[src/rtl/ap_ctrl_hs_driver.sv]
// ---------------------------------------------------------------------------
// ap_ctrl_hs_driver
//
// Initiator for the ap_ctrl_hs block-level handshake. A host command asks
// for cmd_count kernel transactions. The driver raises ap_start and keeps up
// to DEPTH transactions in flight. These are accepted by the kernel but not
// yet done. Each completion updates latency statistics. Latency is the number
// of cycles from the first cycle ap_start is high for a transaction to the
// cycle ap_done retires it.
//
// Parameters
//   DEPTH  max outstanding transactions (power of two, 1..16)
//   CNT_W  width of the free-running cycle stamp and of latency values
//   TXN_W  width of transaction counts
//
// Ports
//   clock, reset     single rising-edge clock; synchronous active-high reset
//   cmd_valid/ready  command handshake; ready is high only while IDLE
//   cmd_count        number of transactions, sampled at command accept
//   ap_start         registered kernel start
//   ap_ready         kernel accepted the current start
//   ap_done          kernel finished the oldest outstanding transaction
//   busy             high while a command is running
//   done_cnt         completions in the current command
//   lat_last/min/max latency of the last completion / minimum / maximum
//   lat_sum          running sum of latencies
//   finish           one-cycle pulse when the command completes
//   err_done         sticky: ap_done arrived with nothing outstanding
// ---------------------------------------------------------------------------
module ap_ctrl_hs_driver #(
  parameter int DEPTH = 4,
  parameter int CNT_W = 32,
  parameter int TXN_W = 16
) (
  input  logic                   clock,
  input  logic                   reset,
  input  logic                   cmd_valid,
  output logic                   cmd_ready,
  input  logic [TXN_W-1:0]       cmd_count,
  output logic                   ap_start,
  input  logic                   ap_ready,
  input  logic                   ap_done,
  output logic                   busy,
  output logic [TXN_W-1:0]       done_cnt,
  output logic [CNT_W-1:0]       lat_last,
  output logic [CNT_W-1:0]       lat_min,
  output logic [CNT_W-1:0]       lat_max,
  output logic [CNT_W+TXN_W-1:0] lat_sum,
  output logic                   finish,
  output logic                   err_done
);

  localparam int PTR_W = (DEPTH > 1) ? $clog2(DEPTH) : 1;
  localparam int OCC_W = $clog2(DEPTH + 1);
  localparam int SUM_W = CNT_W + TXN_W;
  localparam logic [PTR_W-1:0] PTR_LAST = PTR_W'(DEPTH - 1);
  localparam logic [OCC_W-1:0] OCC_FULL = OCC_W'(DEPTH);

  typedef enum logic {IDLE, RUN} state_t;

  state_t           state;
  logic [TXN_W-1:0] cmd_len;     // latched cmd_count
  logic [TXN_W-1:0] issued;      // transactions accepted by the kernel
  logic [OCC_W-1:0] occ;         // accepted but not yet done
  logic [PTR_W-1:0] wr_ptr;
  logic [PTR_W-1:0] rd_ptr;
  logic [CNT_W-1:0] cyc;         // free-running cycle stamp, wraps
  logic [CNT_W-1:0] issue_ts;    // cyc at the first start cycle of the pending txn
  logic [CNT_W-1:0] ts_mem [DEPTH];

  logic             accept;
  logic             fifo_empty;
  logic             bypass;
  logic             push;
  logic             pop;
  logic             completion;
  logic             unexpected;
  logic             start_next;
  logic [CNT_W-1:0] head_ts;
  logic [CNT_W-1:0] lat;
  logic [TXN_W-1:0] issued_next;
  logic [TXN_W-1:0] done_next;
  logic [OCC_W-1:0] occ_next;

  function automatic logic [PTR_W-1:0] ptr_inc(input logic [PTR_W-1:0] p);
    return (p == PTR_LAST) ? '0 : p + PTR_W'(1);
  endfunction

  assign cmd_ready = (state == IDLE);
  assign busy      = (state == RUN);

  // NOTE: every signal here is assigned on every path through the block, so
  // no storage (latch) can be inferred.
  always_comb begin
    accept     = ap_start && ap_ready;
    fifo_empty = (occ == '0);
    // A done that lands on the accept cycle of the only transaction retires
    // it directly; its stamp never enters the FIFO.
    bypass     = accept && ap_done && fifo_empty;
    push       = accept && !bypass;
    pop        = ap_done && !fifo_empty;
    completion = bypass || pop;
    unexpected = ap_done && fifo_empty && !accept;

    head_ts    = bypass ? issue_ts : ts_mem[rd_ptr];
    // Modular subtraction gives the right latency across a wrap of cyc.
    lat        = cyc - head_ts;

    issued_next = issued + TXN_W'(accept);
    done_next   = done_cnt + TXN_W'(completion);
    occ_next    = occ + OCC_W'(push) - OCC_W'(pop);

    // While ap_start is high and unaccepted, issued_next and occ_next cannot
    // rise, so this never drops a start the kernel has not taken.
    start_next  = (issued_next < cmd_len) && (occ_next < OCC_FULL);
  end

  // NOTE: the timestamp store has no reset. Only occupancy and the pointers
  // decide which entries are live, so stale data is never read.
  always_ff @(posedge clock) begin
    if (push) ts_mem[wr_ptr] <= issue_ts;
  end

  // NOTE: all state is updated with non-blocking assignments. Every branch
  // therefore sees pre-edge values, and the *_next terms above carry the
  // look-ahead instead of chained blocking updates.
  always_ff @(posedge clock) begin
    if (reset) begin
      state    <= IDLE;
      cmd_len  <= '0;
      issued   <= '0;
      occ      <= '0;
      wr_ptr   <= '0;
      rd_ptr   <= '0;
      cyc      <= '0;
      issue_ts <= '0;
      ap_start <= 1'b0;
      done_cnt <= '0;
      lat_last <= '0;
      lat_min  <= '1;
      lat_max  <= '0;
      lat_sum  <= '0;
      finish   <= 1'b0;
      err_done <= 1'b0;
    end else begin
      cyc    <= cyc + CNT_W'(1);
      finish <= 1'b0;

      case (state)
        IDLE: begin
          if (unexpected) err_done <= 1'b1;
          if (cmd_valid) begin
            cmd_len  <= cmd_count;
            issued   <= '0;
            done_cnt <= '0;
            lat_last <= '0;
            lat_min  <= '1;
            lat_max  <= '0;
            lat_sum  <= '0;
            err_done <= 1'b0;
            if (cmd_count == '0) begin
              // Empty command: report completion without touching the kernel.
              finish <= 1'b1;
            end else begin
              state    <= RUN;
              ap_start <= 1'b1;
              issue_ts <= cyc + CNT_W'(1);
            end
          end
        end

        RUN: begin
          issued <= issued_next;
          occ    <= occ_next;
          if (push) wr_ptr <= ptr_inc(wr_ptr);
          if (pop)  rd_ptr <= ptr_inc(rd_ptr);

          ap_start <= start_next;
          // A fresh transaction begins either after a low gap or immediately
          // after an accept. Stamp it with the cycle it first appears.
          if (start_next && (!ap_start || accept)) issue_ts <= cyc + CNT_W'(1);

          if (unexpected) err_done <= 1'b1;

          if (completion) begin
            done_cnt <= done_next;
            lat_last <= lat;
            lat_min  <= (lat < lat_min) ? lat : lat_min;
            lat_max  <= (lat > lat_max) ? lat : lat_max;
            lat_sum  <= lat_sum + SUM_W'(lat);
            if (done_next == cmd_len) begin
              state  <= IDLE;
              finish <= 1'b1;
            end
          end
        end

        default: state <= IDLE;
      endcase
    end
  end

endmodule

[config.mk]
export PLATFORM = sky130hd
export DESIGN_NAME = ap_ctrl_hs_driver
export DESIGN_NICKNAME = d
export VERILOG_FILES = /design/src/rtl/ap_ctrl_hs_driver.sv
export SDC_FILE = /design/constraint.sdc
export NUM_CORES = 1
export LEC_CHECK = 0
export ABC_AREA = 1
export ABC_CLOCK_PERIOD_IN_PS = 9480
export CAP_MARGIN = 20
export CORE_MARGIN = 3
export CORE_UTILIZATION = 60
export DETAILED_ROUTE_END_ITERATION = 6
export PLACE_DENSITY = 0.92
export SETUP_SLACK_MARGIN = 0.1
export SLEW_MARGIN = 20
export SYNTH_ARGS = -nofsm -noshare
export SYNTH_HDL_FRONTEND = slang
export SYNTH_SLANG_ARGS = --single-unit
[constraint.sdc]
create_clock -name clock -period 9.48 [get_ports clock]
set_clock_uncertainty 0.05 [all_clocks]
set_input_delay 1.896 -clock clock [delete_from_list [all_inputs] [get_ports clock]]
set_output_delay 1.896 -clock clock [all_outputs]
set_load 0.02 [all_outputs]
Word level (Yosys, flattened, before mapping). Memory sizes are Yosys's and may differ from the RTL's. A register that Yosys moved wholly into a read port is not among the register bits. Cells that the tools add are included.

Logic and storage cells: 109. Memories: 1. Bits in writable memories: 128. Bits in registers: 267.

Bitwise logic cells: 1. Order comparisons: 4. Multiplexer cells: 44. Reductions and logical operators: 25. Equal/unequal tests: 9. Add/subtract/negate cells: 9.

Memory list: ts_mem (depth 4, width 32, read ports 1, clocked after memory_dff 1, wr ports 1, RTL line 69) `logic [CNT_W-1:0] ts_mem [DEPTH];`.

Operator list (number): 32-bit 2-to-1 mux (11); 32-bit one-hot mux with 2 select lines (4); 48-bit 2-to-1 mux (2); 48-bit one-hot mux with 2 select lines (1); 16-bit one-hot mux with 2 select lines (2); 48-bit by 32-bit adder with 48-bit output (1); 16-bit by 1-bit adder with 16-bit output (2); 32-bit by 1-bit adder with 32-bit output (second input constant) (1); 32-bit > comparator (1); 32-bit < comparator (1); 16-bit 2-to-1 mux (2); 32-bit subtractor (1); 16-bit equality test (1); 16-bit zero test (1); 16-bit < comparator (1); 1-bit 2-to-1 mux (14); 2-bit AND reduction (5); 1-bit logical AND (9); 3-bit AND reduction (3); 2-bit 2-to-1 mux (4); 2-bit by 1-bit inequality test with 1-bit output (second input constant) (4); 1-bit one-hot mux with 2 select lines (4); 2-bit by 1-bit adder with 2-bit output (second input constant) (2); 2-bit equality test (second input constant) (2); other kinds (8) (13).

Depth between registers and ports, before layout.
Word-level depth: 12. Gate-level depth with buffers: 34. Mapped depth without buffers: 32.

Least setup slack after synthesis. OpenSTA, ideal clock, no wires.

Path kind: input -> register. Start point: input ap_ready. End point: register lat_sum[20]. Stages: 28. Data arrival time: 5.650 ns. Setup slack: 3.648 ns. Required time: 9.298 ns. Buffers on the path: 2. Cell sequence: nand2_1 inv_1 nand3_1 buf_2 clkbuf_1 nor2_1 a21oi_1 ha_1 inv_1 fa_1 nand2_1 o21ai_2 a21o_1 nand2_1 nand2_1 or2_1 nand2_1 inv_1 ha_1 nand2_1 nor2_1 inv_1 nor2_1 and3_1 a21oi_1 or2_2 nand3_1 a21oi_1.

Word-level cells in the longest chain between the ends: 8.

Ends and longest elaborated chain: start, declared (RTL line 41) `input logic ap_ready,`; 1-bit logical AND (*) (RTL line 95) `accept = ap_start && ap_ready;`; 1-bit logical AND (*) (2 in series) (RTL line 99) `bypass = accept && ap_done && fifo_empty;`; 32-bit 2-to-1 mux (RTL line 105) `head_ts = bypass ? issue_ts : ts_mem[rd_ptr];`; 32-bit subtractor (RTL line 107) `lat = cyc - head_ts;`; 48-bit by 32-bit adder with 48-bit output (RTL line 190) `lat_sum <= lat_sum + SUM_W'(lat);`; 48-bit 2-to-1 mux (RTL line 185) `if (completion) begin`; 48-bit one-hot mux with 2 select lines (RTL line 149) `case (state)`; end signal, assigned (RTL line 190); end, declared (RTL line 48) `output logic [CNT_W+TXN_W-1:0] lat_sum,`.

Every way passes the cells marked *; elsewhere a longest branch is shown, timed or not. The select of a mux whose other input is x is not followed. A chain may end at the register's enable or synchronous reset.

Worst setup path in the final report.
Start point: input ap_ready. End point: register lat_max[23].

Word-level cells in the longest chain between the ends: 8.

Ends and longest elaborated chain: 1-bit logical AND (*) (RTL line 95); 1-bit logical AND (*) (2 in series) (RTL line 99); 32-bit 2-to-1 mux (RTL line 105); 32-bit subtractor (RTL line 107); 32-bit > comparator / 32-bit 2-to-1 mux (equally long branches) (RTL line 189) `lat_max <= (lat > lat_max) ? lat : lat_max;`; 2-bit by 1-bit inequality test with 1-bit output (no line) / 32-bit 2-to-1 mux (equally long branches); 3-bit AND reduction (no line) / 32-bit one-hot mux with 2 select lines (equally long branches); end signal, assigned (RTL line 189); end, declared (RTL line 47) `output logic [CNT_W-1:0] lat_max,`.

Marks and branches as above.

==> summary.md <==
| Metric | Value |
|---|---|
| Seq/Total Area, Yosys | `40.0%` |
| Worst setup path end | `lat_max[23]` |
| Max frequency | `123 MHz` |
| Worst slew margin | `23.3%` |
| Initial DRC Count | `2454` |
| Post-DP Area | `25200 um2` |
| Yosys cell types | `57` |
| Post-synth top area share | `23.3%` |
| Setup TNS Final | `0 ns` |
| Drt via density | `6.03` |
| Combinational power share | `21.6%` |
| CTS tree | `yes` |
| Site Rows | `71` |
| Tmin final | `8.10 ns` |
| Clk sink count | `397` |
| CTS Root Cell | `clkbuf_16` |
| Max VDD drop | `0.162 mV` |
| First-pass GRT wire length | `117000 um` |
| Ys Warns | `0` |
| Internal power | `3.20 mW` |
| Worst-case reg-to-reg path depth | `24` |
| Gr usage total | `35.7%` |
| Syn nets | `3239` |
| Critical Setup Path Class | `input port to register` |
| Cts bufs inserted | `42` |
| Synth area leader | `dfxtp_1` |
| Util after Layout | `70.6%` |
| Layout cells sized above 1 | `5.67%` |
| Drt drc | `10` |
| Max-Cap Viols | `0` |
| Crit share post-route | `85.5%` |
| Die area | `40900 um2` |
| CP startpoint | `ap_ready` |
| ANT nets after route | `0` |
| Worst reg-to-reg setup slack | `2.41 ns` |
| Fill count | `2927` |
| Sequential share of power | `41.3%` |
| Sw frac | `31.4%` |
| Post-synthesis register bit count | `397` |
| Initial antenna violation count | `0` |
| Worst min path class | `register to register` |
| Hold_buf cts | `0` |
| Core Area | `37800 um2` |
| Critical Path RT | `9.90 ns` |
| TritonRoute pass-1 iters | `7` |
| Data arrival, critical path | `8.53 ns` |
| Hold Vio Cnt, Final | `0` |
| Wirelength per Cell | `19.9 um` |
| Status | `finished with violations` |
| Clock share of power | `37.1%` |
| Post-synth EDFFs | `128` |
| Worst Tran Pin Value | `1.15 ns` |
| Final setup violation count | `0` |
| P_leak | `10.9 nW` |
| Dpl ws | `0.943 ns` |
| Die H | `202 um` |
| Antenna Diode Count | `0` |
| Top FF cell, synth | `dfxtp_1` |
| Crit-path max FO | `48` |
| Clock Latency Late Sink | `0.58 ns` |
| GRT overflow | `0` |
| Post-synthesis instance total | `3057` |
| Cell area after layout | `26700 um2` |
| Gpl congestion | `0.997` |
| Vias in the first global route | `21.6k` |
| Setup bufs post-CTS | `0` |
| Post-DP HPWL | `54000 um` |
| Unrepaired setup endpoints after global routing | `false` |
| Reg2reg end | `lat_max[23]` |
| Violated checks | `design-rule violations` |
| Via count | `22.5k` |
| Reg clk slew, reported paths | `0.07 ns` |
| H-tree levels | `2` |
| Setup ws final | `1.38 ns` |
| Ys async rst share | `0%` |
| Die width | `202 um` |
| Largest net degree at the start of global routing | `96` |
| Clk buf depth | `3` |
| Sw power | `1.46 mW` |
| Starting density of the core | `61.1%` |
| Resize count post-CTS | `0` |
| Synthesized area | `23100 um2` |
| Slew Limit Fails | `0` |
| Dominant cells by area after synthesis | `dfxtp_1, edfxtp_1, nand2_1` |
| Startpoint Class | `input port` |
| # IOs | `186` |
| Worst Hold Launch | `lat_last[2]` |
| Syn avg cell area | `7.55 um2` |
| Crit. End Element | `register` |
| Routed WL | `74400 um` |
| Port buffer count | `185` |
| Synthesis-to-finish area growth | `15.5%` |
| Power Density | `175 nW/um2` |
| Final #Nets | `3378` |
## power groups by stage
stage	Combinational, mW	Clock, mW	Sequential (mW)
floorplan	0.624	0	1.97
global placement	0.943	0	1.95
detailed placement	0.973	0	1.96
CTS	0.983	1.73	1.92
global route	1.10	1.80	1.93
finish	1.01	1.73	1.92
## stage by stage
step	power [mW]	hold WS, ns	instances
final	4.66	0.417	3739
after CTS	4.64	0.418	3739
after detailed placement	2.93	0.410	3663
after global routing	4.83	0.431	3739
after floorplan	2.60	0.380	3057
after global placement	2.89	0.393	3663
## kinds of logic (layout without fill, tap and decap cells)
family	Yosys count	count (layout)	share of synthesized area [%]
AO/OA/AOI/OAI	632	632	15.0
XOR/XNOR	77	77	3.14
adder cells (fa/ha/maj)	161	161	8.83
buffers and inverters	461	632	7.94
flip-flops	397	397	40.0
AND/OR/NAND/NOR	1329	1329	25.1
## Yosys cell counts (4+ instances only)
master	n
nand2_1	617
buf_6	6
xor2_1	61
nor3_1	28
nand3_2	14
nor3_2	4
nand2_2	13
nor4_1	15
a21boi_0	5
a21o_1	8
xor2_2	4
o21bai_1	7
nand4_1	43
a21oi_1	298
buf_4	4
nand3_1	230
nand3b_1	13
nor2_2	9
or2_2	8
a31oi_1	9
inv_2	12
a211oi_1	4
o21ai_0	201
nor2_1	315
o221ai_1	30
inv_1	338
and2_1	4
o211ai_1	5
buf_2	20
o21ai_1	43
edfxtp_1	128
dfxtp_1	269
xnor2_1	10
ha_1	158
buf_1	13
a21oi_2	10
clkbuf_1	66
## flip-flops by register name, indices dropped and copies added, names as in the netlist, 2 cells and up, named ones only
| name | cells |
|---|---|
| rd_ptr | 2 |
| lat_last | 32 |
| cyc | 32 |
| cmd_len | 16 |
| done_cnt | 16 |
| lat_sum | 48 |
| issued | 16 |
| issue_ts | 32 |
| occ | 3 |
| lat_max | 32 |
| ts_mem | 128 |
| wr_ptr | 2 |
| lat_min | 32 |
## layout make-up
class / count / area [um2] / area share [%]
Multi-Input combinational cell: 2199 / 12000 / 45.2
Sequential cell: 397 / 9230 / 34.6
Clock buffer: 63 / 1250 / 4.70
Clock inverter: 13 / 179 / 0.671
Tap cell: 511 / 639 / 2.40
Timing Repair Buffer: 205 / 2000 / 7.50
Inverter: 351 / 1320 / 4.95
## worst min-delay path by stage
stage / end / depth (start not counted)
6_report: lat_last[2] / 2
5_1_grt: lat_last[2] / 2
4_1_cts: lat_last[2] / 2
3_5_place_dp: lat_last[10] / 2
3_3_place_gp: cyc[0] / 1
2_1_floorplan: cyc[0] / 1
## metal layers
metal	vias to the layer above	share of wire, %	global-route usage [%]
met4	0	4.7	16.5
met3	232	10	5.81
met2	1296	45	58.1
li1	10500	-	-
met1	10500	40	46.9
met5	-	0	0
## placed cells by master (no fill, tap or decap), types with 13 or more instances in the layout
master           count
a21oi_1            298
buf_4               21
clkbuf_16           44
clkdlybuf4s50_1    184
dfxtp_1            268
edfxtp_1           128
ha_1               158
inv_1              338
nand2_1            617
nand3_1            229
nand3_2             15
nand3b_1            13
nand4_1             43
nor2_1             311
nor2_2              13
nor3_1              28
nor4_1              15
o21ai_0            201
o21ai_1             43
o221ai_1            30
xor2_1              61
## worst max-delay path, cell delays in order
cell	delay (ns)
clkdlybuf4s50_1	0.47
nand2_1	0.15
inv_1	0.16
nand3_2	0.79
o21ai_0	0.75
ha_1	0.40
a21o_1	0.21
a21boi_0	0.31
nand2_1	0.21
nand3b_1	0.26
nand2_1	0.11
inv_1	0.06
nor2_1	0.43
ha_1	0.37
a21oi_1	0.14
o21ai_1	0.07
nand2_1	0.05
o211ai_1	0.08
a21oi_1	0.27
nand2_1	0.11
nand2_2	0.50
nand2_1	0.35
o21ai_0	0.27
nor2_1	0.06
Power figures use the tool's default switching activity.
